### config.mk
export PLATFORM = sky130hd
export DESIGN_NAME = clk_mon_mc
export DESIGN_NICKNAME = d
export VERILOG_FILES = /design/src/rtl/clk_mon_mc_pkg.sv /design/src/rtl/clk_mon_chan.sv /design/src/rtl/clk_mon_mc.sv
export SDC_FILE = /design/constraint.sdc
export NUM_CORES = 1
export LEC_CHECK = 0
export BUFFER_PORTS_ARGS = -buffer_cell sky130_fd_sc_hd__buf_2
export CAP_MARGIN = 40
export CORE_ASPECT_RATIO = 0.6
export CORE_UTILIZATION = 30
export CTS_CLUSTER_SIZE = 20
export DETAILED_ROUTE_END_ITERATION = 6
export GPL_ROUTABILITY_DRIVEN = 1
export SLEW_MARGIN = 5
export SYNTH_ARGS = -nofsm -noshare
export SYNTH_HDL_FRONTEND = slang
export SYNTH_SLANG_ARGS = --single-unit
### constraint.sdc
create_clock -name clk -period 3.1 [get_ports clk]
set_input_delay 0.62 -clock clk [delete_from_list [all_inputs] [get_ports clk]]
set_output_delay 0.62 -clock clk [all_outputs]
set_load 0.02 [all_outputs]
### src/rtl/clk_mon_mc_pkg.sv
// Shared types and constants for the multi-channel clock monitor.
package clk_mon_mc_pkg;

    typedef enum logic {
        ChOk   = 1'b0,
        ChFail = 1'b1
    } ch_state_e;

    localparam int unsigned MaxCh = 16;

    function automatic int unsigned win_cnt_w(input int unsigned win_len);
        return (win_len > 1) ? $clog2(win_len) : 1;
    endfunction

endpackage

### src/rtl/clk_mon_chan.sv
// One monitored channel: synchroniser, rising-edge counter, OK/FAIL hysteresis FSM
// and sticky error bit. Window boundaries come from the shared counter in the top.
module clk_mon_chan
    import clk_mon_mc_pkg::*;
#(
    parameter int unsigned CNT_W     = 8,
    parameter int unsigned MIN_EDGES = 7,
    parameter int unsigned MAX_EDGES = 255,
    parameter int unsigned HYST      = 2
) (
    input  logic             clk_i,
    input  logic             rst_ni,
    input  logic             mon_i,
    input  logic             win_end_i,
    input  logic             err_clr_i,
    output logic             err_o,
    output logic             err_sticky_o,
    output logic [CNT_W-1:0] meas_o
);

    logic [1:0]       sync_q;
    logic             hist_q;
    logic [CNT_W-1:0] cnt_q;
    logic [CNT_W-1:0] meas_q;
    logic [CNT_W-1:0] total;
    logic [3:0]       gcnt_q;
    ch_state_e        state_q;
    logic             sticky_q;
    logic             rise;
    logic             win_good;
    logic             fail_next;

    // Total includes an edge seen on the closing cycle; saturates instead of wrapping.
    always_comb begin
        rise      = sync_q[1] & ~hist_q;
        total     = cnt_q + CNT_W'(rise && !(&cnt_q));
        win_good  = (32'(total) >= MIN_EDGES) && (32'(total) <= MAX_EDGES);
        fail_next = (state_q == ChOk) ? !win_good
                                      : !(win_good && (gcnt_q == 4'(HYST - 1)));
    end

    always_ff @(posedge clk_i or negedge rst_ni) begin
        if (!rst_ni) begin
            sync_q   <= '0;
            hist_q   <= 1'b0;
            cnt_q    <= '0;
            meas_q   <= '0;
            gcnt_q   <= '0;
            state_q  <= ChOk;
            sticky_q <= 1'b0;
        end else begin
            sync_q <= {sync_q[0], mon_i};
            hist_q <= sync_q[1];
            if (win_end_i) begin
                cnt_q  <= '0;
                meas_q <= total;
                unique case (state_q)
                    ChOk: begin
                        if (!win_good) begin
                            state_q <= ChFail;
                        end
                    end
                    ChFail: begin
                        if (!win_good) begin
                            gcnt_q <= '0;
                        end else if (gcnt_q == 4'(HYST - 1)) begin
                            state_q <= ChOk;
                            gcnt_q  <= '0;
                        end else begin
                            gcnt_q <= gcnt_q + 4'd1;
                        end
                    end
                    default: state_q <= ChOk;
                endcase
            end else begin
                cnt_q <= total;
            end
            // Set beats clear when both land on the same cycle.
            if (win_end_i && fail_next) begin
                sticky_q <= 1'b1;
            end else if (err_clr_i) begin
                sticky_q <= 1'b0;
            end
        end
    end

    assign err_o        = (state_q == ChFail);
    assign err_sticky_o = sticky_q;
    assign meas_o       = meas_q;

endmodule

### src/rtl/clk_mon_mc.sv
// Multi-channel clock monitor: counts rising edges per channel over a shared fixed
// window and flags channels whose count falls outside [MIN_EDGES, MAX_EDGES].
module clk_mon_mc
    import clk_mon_mc_pkg::*;
#(
    parameter int unsigned N_CH      = 2,
    parameter int unsigned WIN_LEN   = 128,
    parameter int unsigned CNT_W     = 8,
    parameter int unsigned MIN_EDGES = 7,
    parameter int unsigned MAX_EDGES = 255,
    parameter int unsigned HYST      = 2
) (
    input  logic                  clk,
    input  logic                  rst_n,
    input  logic [N_CH-1:0]       mon_in,
    input  logic                  err_clr,
    output logic [N_CH-1:0]       err,
    output logic [N_CH-1:0]       err_sticky,
    output logic [N_CH*CNT_W-1:0] meas,
    output logic                  win_done
);

    localparam int unsigned WinW   = win_cnt_w(WIN_LEN);
    // Channels beyond the supported maximum are not built.
    localparam int unsigned NChGen = (N_CH <= MaxCh) ? N_CH : MaxCh;

    logic [WinW-1:0] win_cnt_q;
    logic            win_end;
    logic            win_done_q;

    assign win_end = (win_cnt_q == WinW'(WIN_LEN - 1));

    always_ff @(posedge clk or negedge rst_n) begin
        if (!rst_n) begin
            win_cnt_q  <= '0;
            win_done_q <= 1'b0;
        end else begin
            win_cnt_q  <= win_end ? '0 : win_cnt_q + WinW'(1);
            win_done_q <= win_end;
        end
    end

    assign win_done = win_done_q;

    for (genvar k = 0; k < NChGen; k++) begin : g_chan
        clk_mon_chan #(
            .CNT_W    (CNT_W),
            .MIN_EDGES(MIN_EDGES),
            .MAX_EDGES(MAX_EDGES),
            .HYST     (HYST)
        ) u_chan (
            .clk_i       (clk),
            .rst_ni      (rst_n),
            .mon_i       (mon_in[k]),
            .win_end_i   (win_end),
            .err_clr_i   (err_clr),
            .err_o       (err[k]),
            .err_sticky_o(err_sticky[k]),
            .meas_o      (meas[k*CNT_W +: CNT_W])
        );
    end

endmodule

==> impl_summary.log <==
INFO  metric holdBufCountCts = 0
INFO  metric postLayoutCoreUtil = 36.74%
INFO  metric synth.cells.most_frequent = sky130_fd_sc_hd__dfrtp_1, sky130_fd_sc_hd__nor2_1, sky130_fd_sc_hd__nand2_1
INFO  metric path_buf_inv = 1
INFO  metric report.final.hold_viol_count = 0
INFO  metric effective_utilization_at_floorplan = 30.93%
INFO  metric grt_overflow = 0
INFO  metric area_growth = 18.79%
INFO  metric die-area = 0.009179 mm2
INFO  metric unrepaired_setup_endpoints_after_global_routing = false
INFO  metric end_kind = register
INFO  metric status = finished, final reports clean
INFO  metric worst-slew-pin-transition = 542.2 ps
INFO  metric wirelength = 5079 um
INFO  metric placed_cells_incl_taps = 375
INFO  metric cap_viol_max_count = 0
INFO  metric io_buffers = 25
INFO  metric worst_setup_path_start_kind = register
INFO  metric layout.filler_cells = 857
INFO  metric path_delay_family = simple AND/OR/NAND/NOR gates
INFO  metric critPathMaxStageDelay = between 400 and 500 ps
INFO  metric final_antenna_net_count = 0
INFO  metric post-cts-setup-buffer-count = 0
INFO  metric root_buffer = sky130_fd_sc_hd__clkbuf_16
INFO  metric floorplan.io_pins = 26
INFO  metric cts.path.max_buffers = 2
INFO  metric htreeDepth = 3
INFO  metric synth_unique_cells = 45
INFO  metric post-route-cell-area = about 0.0031 mm2
INFO  metric p_leak = 0.001509 uW
INFO  metric peakVddDrop = between 200 and 300 uV
INFO  metric ff_latch_area = 0.001451 mm2
INFO  metric timing.hold.worst.class = input pin to async pin
INFO  metric number_of_flip_flops_and_latches_in_the_synthesized_netlist = 58
INFO  metric yosys_warnings = 0
INFO  metric gr-usage-all-layers = 13.07%
INFO  metric fmaxAchievable = 360.2 MHz
INFO  metric synth-edff-count = 0
INFO  metric first_iter_violations = 89
INFO  metric dp_hpwl = around 3400 um
INFO  metric synthArstFlopShare = 100.0%
INFO  metric power = between 2000 and 2500 uW
INFO  metric worst-path-max-fanout = 9
INFO  metric antenna-diode-count = 0
INFO  metric relSlewSlack = 63.79%
INFO  metric cp.required = approximately 3300 ps
INFO  metric power_per_cell_area = about 720 mW/mm2
INFO  metric critical_path_arrival = 2990 ps
INFO  metric fin_worst_skew = about 8.1 ps
INFO  metric die_height = 74.61 um
INFO  metric setup-tns-final = 0 ps
INFO  metric grt_pass1_vias = 1,756
INFO  metric finalNonFillerCells = 390
INFO  metric synth_area_per_cell = between 10 and 15 um2
INFO  metric via_count = 1,867
INFO  metric synth_fp_nets = around 260
INFO  metric grt_max_degree = 49
INFO  metric fraction_of_final_layout_cells_sized_beyond_drive_strength_1 = between 10% and 20%
INFO  metric post_synth_top_flop = sky130_fd_sc_hd__dfrtp_1
INFO  metric die-width = 123.0 um
INFO  metric slew_violations = 0
INFO  metric synth.area.top_cells = sky130_fd_sc_hd__dfrtp_1, sky130_fd_sc_hd__nor2_1, sky130_fd_sc_hd__ha_1
INFO  metric synth.most_common_cell = sky130_fd_sc_hd__dfrtp_1
INFO  metric drt_first_pass_iters = 4
INFO  metric drt_drc_violations_left = 0
INFO  metric synth_largest_type_area_fraction = roughly 55%
INFO  metric ys_seq_area_share = 55.05%
INFO  metric period_utilization_post_route = 89.56%
INFO  metric synthCells = 250
INFO  metric rows = 26
INFO  metric detailed_place.area = 0.002853 mm2
INFO  metric setup.worst_path.class = register to register
INFO  metric number_of_instances_resized_during_post_cts_repair = 0
INFO  metric place.gp.congestion = between 0.8 and 0.9
INFO  metric clkTransAtPathRegs = 50 ps
INFO  metric wl_cell = 13.02 um
INFO  metric cts_inserted_buffers = 9
INFO  metric grt_antenna_before_repair = 0
INFO  metric core_area = between 0.008 and 0.009 mm2
INFO  metric insertion_delay = 330 ps
INFO  metric leading_area_contributor_after_synthesis = sky130_fd_sc_hd__dfrtp_1
INFO  metric crit_chain = nand4_2 -> nor2_1 -> nor3b_1 -> ha_1 -> ha_2 -> inv_1 -> o21a_1 -> nor4_4 -> nand2_1 -> a221o_1
INFO  metric critical-path-slowest-cell = sky130_fd_sc_hd__dfrtp_1
INFO  metric cts_sinks = 58
INFO  metric grt_pass1_wl = 8742 um
INFO  metric route.detailed.vias_per_inst = 4.787
INFO  metric setup_viol = 0
INFO  metric design.final.nets = 288
INFO  metric cts_tree = done
INFO  metric syn-cell-area = 0.002636 mm2
INFO  metric multi_input_comb_area = 0.001079 mm2
INFO  metric finalWorstPathRequiredPeriod = around 2800 ps
## layer usage
metal  part of all wire [%]  global-route usage (%)  wire [um]
met5                      0                       0          0
met2                     38                   16.60       1937
met1                     55                   18.67       2810
met3                    5.5                   6.288        280
met4                    1.0                   5.221         51
## kinds of logic (layout without fill, tap and decap cells)
family,count (synthesis),in the layout,synth area share (%)
DFF,58,58,55.05
and+or+nand+nor,97,97,18.13
AOI/OAI and AO/OA,45,45,11.96
xor gates and xnor gates,18,18,6.265
buffers and inverters,23,51,4.319
adders and majority gates,9,9,4.272
## layout make-up
class,count,share of cell area [%]
clock inverters,3,0.4794
repair buffers,28,5.114
clock buffers,12,8.190
well taps,112,4.475
multi-input cells,169,34.44
flip-flops and latches,58,46.34
inverters,8,0.9589
## placed cells by master, fill, tap and decap left out, types with 2 or more instances in the layout
cell type	netlist	layout
sky130_fd_sc_hd__a21oi_1	13	13
sky130_fd_sc_hd__clkbuf_16	0	9
sky130_fd_sc_hd__nand4b_1	2	2
sky130_fd_sc_hd__buf_2	7	25
sky130_fd_sc_hd__inv_1	8	8
sky130_fd_sc_hd__clkbuf_8	0	2
sky130_fd_sc_hd__a22oi_1	2	2
sky130_fd_sc_hd__a311oi_1	2	2
sky130_fd_sc_hd__nand3_1	12	12
sky130_fd_sc_hd__nor3b_1	2	2
sky130_fd_sc_hd__ha_1	9	8
sky130_fd_sc_hd__dfrtp_1	58	58
sky130_fd_sc_hd__and2_1	3	3
sky130_fd_sc_hd__a21o_1	5	5
sky130_fd_sc_hd__a31oi_1	4	4
sky130_fd_sc_hd__o21a_1	2	2
sky130_fd_sc_hd__o21ai_0	2	2
sky130_fd_sc_hd__nor2b_1	5	5
sky130_fd_sc_hd__o41ai_1	2	2
sky130_fd_sc_hd__nand2_1	23	23
sky130_fd_sc_hd__xnor2_1	9	9
sky130_fd_sc_hd__xor2_1	8	8
sky130_fd_sc_hd__nor2_1	34	34
sky130_fd_sc_hd__a211oi_1	2	2
sky130_fd_sc_hd__nand4_1	4	4
sky130_fd_sc_hd__and3_1	4	4
sky130_fd_sc_hd__clkinv_2	0	3
sky130_fd_sc_hd__buf_4	5	2
## stage by stage
stage               hold slack, ps  setup WS (ps)
floorplan                    324.4          616.6
global placement             333.0          306.8
detailed placement           337.1          280.7
CTS                          197.8          274.3
global route                 213.1          40.10
finish                       194.2          323.6
## power breakdown
group,switching (uW),internal (uW)
sequential,120,833
clock,323,574
combinational,222,175
## final timing paths
kind                       cells past startpoint                                endpoint                                 start  slack, ps
max in group asynchronous                      2  g_chan[1].u_chan.gcnt_q[1]$_DFFE_PN0P_                                 rst_n       2230
hold / removal                                 1  g_chan[0].u_chan.meas_o[4]$_DFFE_PN0P_                                 rst_n        190
setup reg to reg                              10  g_chan[0].u_chan.gcnt_q[2]$_DFFE_PN0P_   g_chan[0].u_chan.cnt_q[2]$_DFF_PN0_        320
min in group clk                               0    g_chan[1].u_chan.sync_q[1]$_DFF_PN0_  g_chan[1].u_chan.sync_q[0]$_DFF_PN0_        340
hold reg to reg                                0    g_chan[1].u_chan.sync_q[1]$_DFF_PN0_  g_chan[1].u_chan.sync_q[0]$_DFF_PN0_        340
setup / recovery                              10  g_chan[0].u_chan.gcnt_q[2]$_DFFE_PN0P_   g_chan[0].u_chan.cnt_q[2]$_DFF_PN0_        320
## flip-flops by register name, indices dropped and copies added, names as in the netlist
| register | count |
|---|---|
| g_chan.u_chan.cnt_q | 16 |
| g_chan.u_chan.meas_o | 16 |
| g_chan.u_chan.gcnt_q | 8 |
| win_cnt_q | 7 |
| g_chan.u_chan.sync_q | 4 |
| g_chan.u_chan.err_o | 2 |
| g_chan.u_chan.err_sticky_o | 2 |
| g_chan.u_chan.hist_q | 2 |
| win_done | 1 |
No activity file was read; power rests on OpenSTA's default activity.
